==> config.mk <==
export PLATFORM = sky130hd
export DESIGN_NAME = dac_spi_monitor
export DESIGN_NICKNAME = d
export VERILOG_FILES = /design/src/rtl/dac_spi_monitor.sv
export SDC_FILE = /design/constraint.sdc
export NUM_CORES = 1
export LEC_CHECK = 0
export BUFFER_PORTS_ARGS = -buffer_cell sky130_fd_sc_hd__buf_2
export CAP_MARGIN = 20
export CORE_MARGIN = 5
export CORE_UTILIZATION = 25
export CTS_CLUSTER_SIZE = 24
export DETAILED_ROUTE_END_ITERATION = 12
export GPL_ROUTABILITY_DRIVEN = 0
export HOLD_SLACK_MARGIN = 0.1
export PLACE_DENSITY_LB_ADDON = 0.12
export REMOVE_ABC_BUFFERS = 1
export SLEW_MARGIN = 20
export SYNTH_ARGS = -nofsm -noshare
export SYNTH_HDL_FRONTEND = slang
export SYNTH_SLANG_ARGS = --single-unit
==> constraint.sdc <==
create_clock -name clk_50 -period 3.6 [get_ports clk_50]
set_clock_uncertainty 0.05 [all_clocks]
set_input_delay 0.54 -clock clk_50 [delete_from_list [all_inputs] [get_ports clk_50]]
set_output_delay 0.54 -clock clk_50 [all_outputs]
set_load 0.02 [all_outputs]
==> src/rtl/dac_spi_monitor.sv <==
// dac_spi_monitor: receive-side AD5541A model with per-channel input/DAC registers and frame checking
module dac_spi_monitor #(
    parameter int NCH       = 4,
    parameter int ERR_CNT_W = 16
) (
    input  logic                 clk_50,
    input  logic                 reset_n,
    input  logic                 DAC_SCK,
    input  logic [NCH-1:0]       DAC_CS_N,
    input  logic [NCH-1:0]       DAC_SDO,
    input  logic                 DAC_LDAC_N,
    output logic [NCH-1:0]       word_valid,
    output logic [NCH-1:0]       frame_err,
    output logic                 dac_update,
    output logic [16*NCH-1:0]    dac_code,
    output logic [16*NCH-1:0]    dac_signed,
    output logic [ERR_CNT_W-1:0] err_count
);
    logic                        sck_r1_q, sck_r2_q, ldac_r1_q, ldac_r2_q;
    logic [NCH-1:0]              cs_r1_q, cs_r2_q, sdo_r1_q;
    logic [NCH-1:0][15:0]        shift_q, shift_d, in_q, in_d, code_q, code_d, sgn_q;
    logic [NCH-1:0][4:0]         cnt_q, cnt_d;
    logic [NCH-1:0]              pend_q, pend_d, wv_q, wv_d, fe_q, fe_d;
    logic                        upd_q;
    logic [ERR_CNT_W-1:0]        err_q, err_d;
    logic [ERR_CNT_W:0]          err_sum;
    logic                        sck_rise, ldac_fall;
    logic [NCH-1:0]              cs_fall, cs_rise, shift_en;

    assign sck_rise  = sck_r1_q & ~sck_r2_q;
    assign ldac_fall = ~ldac_r1_q & ldac_r2_q;
    assign cs_fall   = ~cs_r1_q & cs_r2_q;
    assign cs_rise   = cs_r1_q & ~cs_r2_q;
    assign shift_en  = {NCH{sck_rise}} & ~cs_r1_q;

    // Per-channel deserializer, frame check, input/DAC register transfer and error accounting
    always_comb begin
        shift_d = shift_q;
        cnt_d   = cnt_q;
        in_d    = in_q;
        pend_d  = pend_q;
        code_d  = code_q;
        wv_d    = '0;
        fe_d    = '0;
        err_sum = {1'b0, err_q};
        for (int i = 0; i < NCH; i++) begin
            if (shift_en[i]) shift_d[i] = {shift_q[i][14:0], sdo_r1_q[i]};
            cnt_d[i] = cs_fall[i] ? {4'd0, shift_en[i]} :
                       (shift_en[i] && cnt_q[i] != 5'd31) ? cnt_q[i] + 5'd1 : cnt_q[i];
            wv_d[i] = cs_rise[i] && cnt_q[i] == 5'd16;
            fe_d[i] = cs_rise[i] && cnt_q[i] != 5'd16;
            if (wv_d[i]) in_d[i] = shift_q[i];
            pend_d[i] = ldac_fall ? 1'b0 : (pend_q[i] | wv_d[i]);
            // A word completing in the LDAC cycle bypasses the input register
            if (ldac_fall && (wv_d[i] || pend_q[i])) code_d[i] = wv_d[i] ? shift_q[i] : in_q[i];
            err_sum = err_sum + {{ERR_CNT_W{1'b0}}, fe_d[i]};
        end
        err_d = err_sum[ERR_CNT_W] ? '1 : err_sum[ERR_CNT_W-1:0];
    end

    // Line sampling, edge-detect history and all architectural state
    always_ff @(posedge clk_50 or negedge reset_n) begin
        if (!reset_n) begin
            sck_r1_q  <= 1'b0;
            sck_r2_q  <= 1'b0;
            ldac_r1_q <= 1'b1;
            ldac_r2_q <= 1'b1;
            cs_r1_q   <= '1;
            cs_r2_q   <= '1;
            sdo_r1_q  <= '0;
            shift_q   <= '0;
            cnt_q     <= '0;
            in_q      <= {NCH{16'h8000}};
            pend_q    <= '0;
            code_q    <= {NCH{16'h8000}};
            sgn_q     <= '0;
            wv_q      <= '0;
            fe_q      <= '0;
            upd_q     <= 1'b0;
            err_q     <= '0;
        end else begin
            sck_r1_q  <= DAC_SCK;
            sck_r2_q  <= sck_r1_q;
            ldac_r1_q <= DAC_LDAC_N;
            ldac_r2_q <= ldac_r1_q;
            cs_r1_q   <= DAC_CS_N;
            cs_r2_q   <= cs_r1_q;
            sdo_r1_q  <= DAC_SDO;
            shift_q   <= shift_d;
            cnt_q     <= cnt_d;
            in_q      <= in_d;
            pend_q    <= pend_d;
            code_q    <= code_d;
            sgn_q     <= code_d ^ {NCH{16'h8000}};
            wv_q      <= wv_d;
            fe_q      <= fe_d;
            upd_q     <= ldac_fall;
            err_q     <= err_d;
        end
    end

    assign word_valid = wv_q;
    assign frame_err  = fe_q;
    assign dac_update = upd_q;
    assign dac_code   = code_q;
    assign dac_signed = sgn_q;
    assign err_count  = err_q;
endmodule
==> impl_metrics.py <==
metrics = {
    "place": {
        "dpl.hpwl_um": 13700,
        "placed_cell_area_mm2": 0.0120,
        "preCtsSetupSlack_ns": 0.0675,
        "port_buffers": 164,
        "dp.cells": 1408,
    },
    "timing": {
        "fin_crit_sh_pct": 94.4,
        "rsz0062_at_grt": "false",
        "finalCriticalPeriod_ns": 3.40,
        "worstMarginPinSlew_ns": 0.783,
        "fin_setup_tns_ns": 0,
        "maxSlewHeadroom_pct": 47.6,
        "setup_viol_count_final": 0,
        "worst_slack_ns": 0.202,
        "finalHoldViolCount": 0,
        "slew_viol_final": 0,
        "fmax_mhz": 294,
    },
    "cts": {
        "path_clk_slew_ns": 0.05,
        "cts_max_level": 2,
        "cts.sinks": 261,
        "cts_tree": "done",
        "cts-root-buf": "clkbuf_16",
        "cts_made_buffers": 34,
        "clock_path_buffers": 3,
        "cts_setup_buffers": 0,
        "insertion_delay_ns": 0.52,
    },
    "critical_path": {
        "reg2reg_slack_ns": 0.20,
        "r2r_cells": 12,
        "critical_path_class": "flip-flop to flip-flop",
        "r2r_start": "cnt_q[0]",
        "critPathRequiredTime_ns": 3.94,
        "cp_data_arrival_time_ns": 3.73,
        "r2r-end": "err_count[5]",
        "crit_fanout": 12,
        "crit_path_start_kind": "flip-flop",
        "endpoint_kind": "flip-flop",
    },
    "cells_and_area": {
        "multi_input_area_mm2": 0.00374,
        "design_area_mm2": 0.0133,
        "syn_to_final_growth_pct": 21.2,
        "drive_gt1_share_pct": 51.7,
        "filler_cell_count": 4446,
        "antenna_cells": 0,
        "nets": 898,
        "regArea_mm2": 0.00655,
        "stdcell_count": 1479,
    },
    "synthesis": {
        "synth_edf_count": 0,
        "avgSynthCellArea_um2": 15.1,
        "synth_compound_area_share_pct": 2.22,
        "netlist_instances": 727,
        "synthSimpleGateAreaFrac_pct": 6.37,
        "synthFlopType": "dfrtp_1",
        "synth_area_mm2": 0.0109,
        "yosys.area_share.adder_pct": 2.03,
        "async_flop_share_pct": 100,
        "synth_top_area_cell": "dfrtp_1",
        "synth_top_family_by_area": "multiplexers",
        "synth.distinct_cells": 43,
        "synth-seq-area-share_pct": 59.9,
        "synth_area_leaders": "dfrtp_1, mux2_2, mux2_4",
        "synthXorXnorAreaFrac_pct": 1.28,
        "yosys_warnings": 0,
        "ys_ff_latch": 261,
        "synth.area.mux_share_pct": 22.2,
        "synth_top_cell_area_share_pct": 55.6,
    },
    "die": {
        "die_x_um": 219,
        "start_util_pct": 25.4,
        "coreArea_mm2": 0.0432,
        "io_pins": 165,
        "dieArea_mm2": 0.0481,
        "dieHeight_um": 219,
        "rows": 76,
    },
    "route": {
        "routed_wl_um": 21700,
        "drt_pass1_iterations": 4,
        "via_per_inst": 3.96,
        "drtIter0Drc": 156,
        "vias": 5862,
        "routedWlPerCell_um": 14.7,
        "remaining_drc_errors": 0,
        "final_antenna_net_count": 0,
    },
    "global_route": {
        "overflow": 0,
        "grt_pass1_wl_um": 35100,
        "grt_use_met1_pct": 12.3,
        "grt_busiest_layer": "met2",
        "grtUsageMet3_pct": 3.16,
        "grt_use_total_pct": 9.17,
        "use_met2_pct": 13.8,
        "first_global_vias": 6233,
        "grt_antenna_before_repair": 0,
        "grt_max_degree": 68,
    },
    "power": {
        "finalPower_mw": 7.41,
        "power_leakage_nw": 6.67,
        "peakVddDrop_uv": 360,
        "p_per_area_mw_per_mm2": 559,
    },
    "flow_run": {
        "cap_viol_max_count": 0,
    },
    "hold_path": {
        "min_path_type": "flip-flop to flip-flop",
        "whs_endpoint": "ldac_r2_q",
        "min_path_cells": 0,
        "worstHoldStart": "ldac_r1_q",
    },
    "outcome": {
        "status": "complete, no violations",
    },
}
-- how the worst max path moves through the flow --
stage | from | to | slack, ns
after floorplan | cnt_q[0] | err_count[13] | 0.37
after global placement | cnt_q[0] | err_count[13] | 0.14
after detailed placement | cnt_q[0] | err_count[5] | 0.07
after CTS | cnt_q[0] | err_count[5] | 0.05
after global routing | cnt_q[0] | err_count[5] | 0.04
final | cnt_q[0] | err_count[5] | 0.20
-- routing by layer --
layer	up-vias	part of all wire [%]
met2	118	45
met3	38	6.1
met5	-	0
met4	0	2.7
li1	2742	-
met1	2964	47
-- cells by family (layout without fill, tap and decap cells) --
logic type      Yosys count  in the layout
flops                   261            261
buf+inv                  95            262
xor+xnor                 16             16
fa+ha+maj                16             16
mux                     201            201
simple gates            104            104
compound gates           34             34
-- per-stage QoR --
stage,util [%],hold WS [ns]
after floorplan,-,0.194
after global placement,27.8,0.309
after detailed placement,27.8,0.310
after CTS,30.7,0.318
after global routing,30.7,0.320
final,30.7,0.317
-- power breakdown --
part,switching (mW),internal (mW),total (mW)
Combinational,0.305,0.298,0.603
Sequential,0.223,3.19,3.41
Clock,1.26,2.13,3.39
-- timing repair --
item,in CTS,in global routing
hold buffers,11,0
setup endpoints to repair,0,12
hold endpoints to repair,67,0
resized for setup,0,2
-- cell usage after synthesis (all sizes together), types with 6 or more instances --
master  count
a21oi      15
buf        73
dfrtp     243
dfstp      18
ha         13
inv        20
mux2      192
mux2i       9
nand2      16
nand3       6
nor2       38
nor2b       8
o21ai       8
xnor2       7
xor2        9
-- cell type report --
type,count,share of cell area (%)
clock inverters,7,0.707
clock buffers,53,7.87
inverters,20,0.641
well taps,585,5.52
repair buffers,182,7.68
multi-input cells,371,28.2
flip-flops and latches,261,49.4
-- worst max-delay path, stage by stage (launching register included) --
cell	delay, ns
dfrtp_1	0.40
inv_1	0.06
ha_1	0.19
and4bb_4	0.22
nor3b_2	0.26
fa_1	0.48
fa_1	0.45
fa_1	0.50
inv_1	0.16
nor4_4	0.08
nand3_1	0.09
buf_4	0.19
o21ai_0	0.12
-- cell usage in the layout, fill, tap and decap left out, drive strengths merged, types with 5 or more instances in the layout --
| cell type | n |
|---|---|
| o21ai | 8 |
| nand2 | 16 |
| clkbuf | 53 |
| xor2 | 9 |
| a21boi | 5 |
| and3 | 5 |
| dfrtp | 243 |
| a21oi | 15 |
| mux2i | 9 |
| nor2b | 8 |
| nor2 | 38 |
| ha | 13 |
| buf | 171 |
| xnor2 | 7 |
| nor3b | 5 |
| dlygate4sd3 | 11 |
| nand3 | 6 |
| mux2 | 192 |
| nand4 | 5 |
| dfstp | 18 |
| inv | 21 |
-- registers in the layout, summed over array words and instances, names as in the netlist, 16 cells and up --
signal      cells
err_count      16
in_q           64
shift_q        64
cnt_q          20
dac_signed     64
No activity file was read; power rests on OpenSTA's default activity.
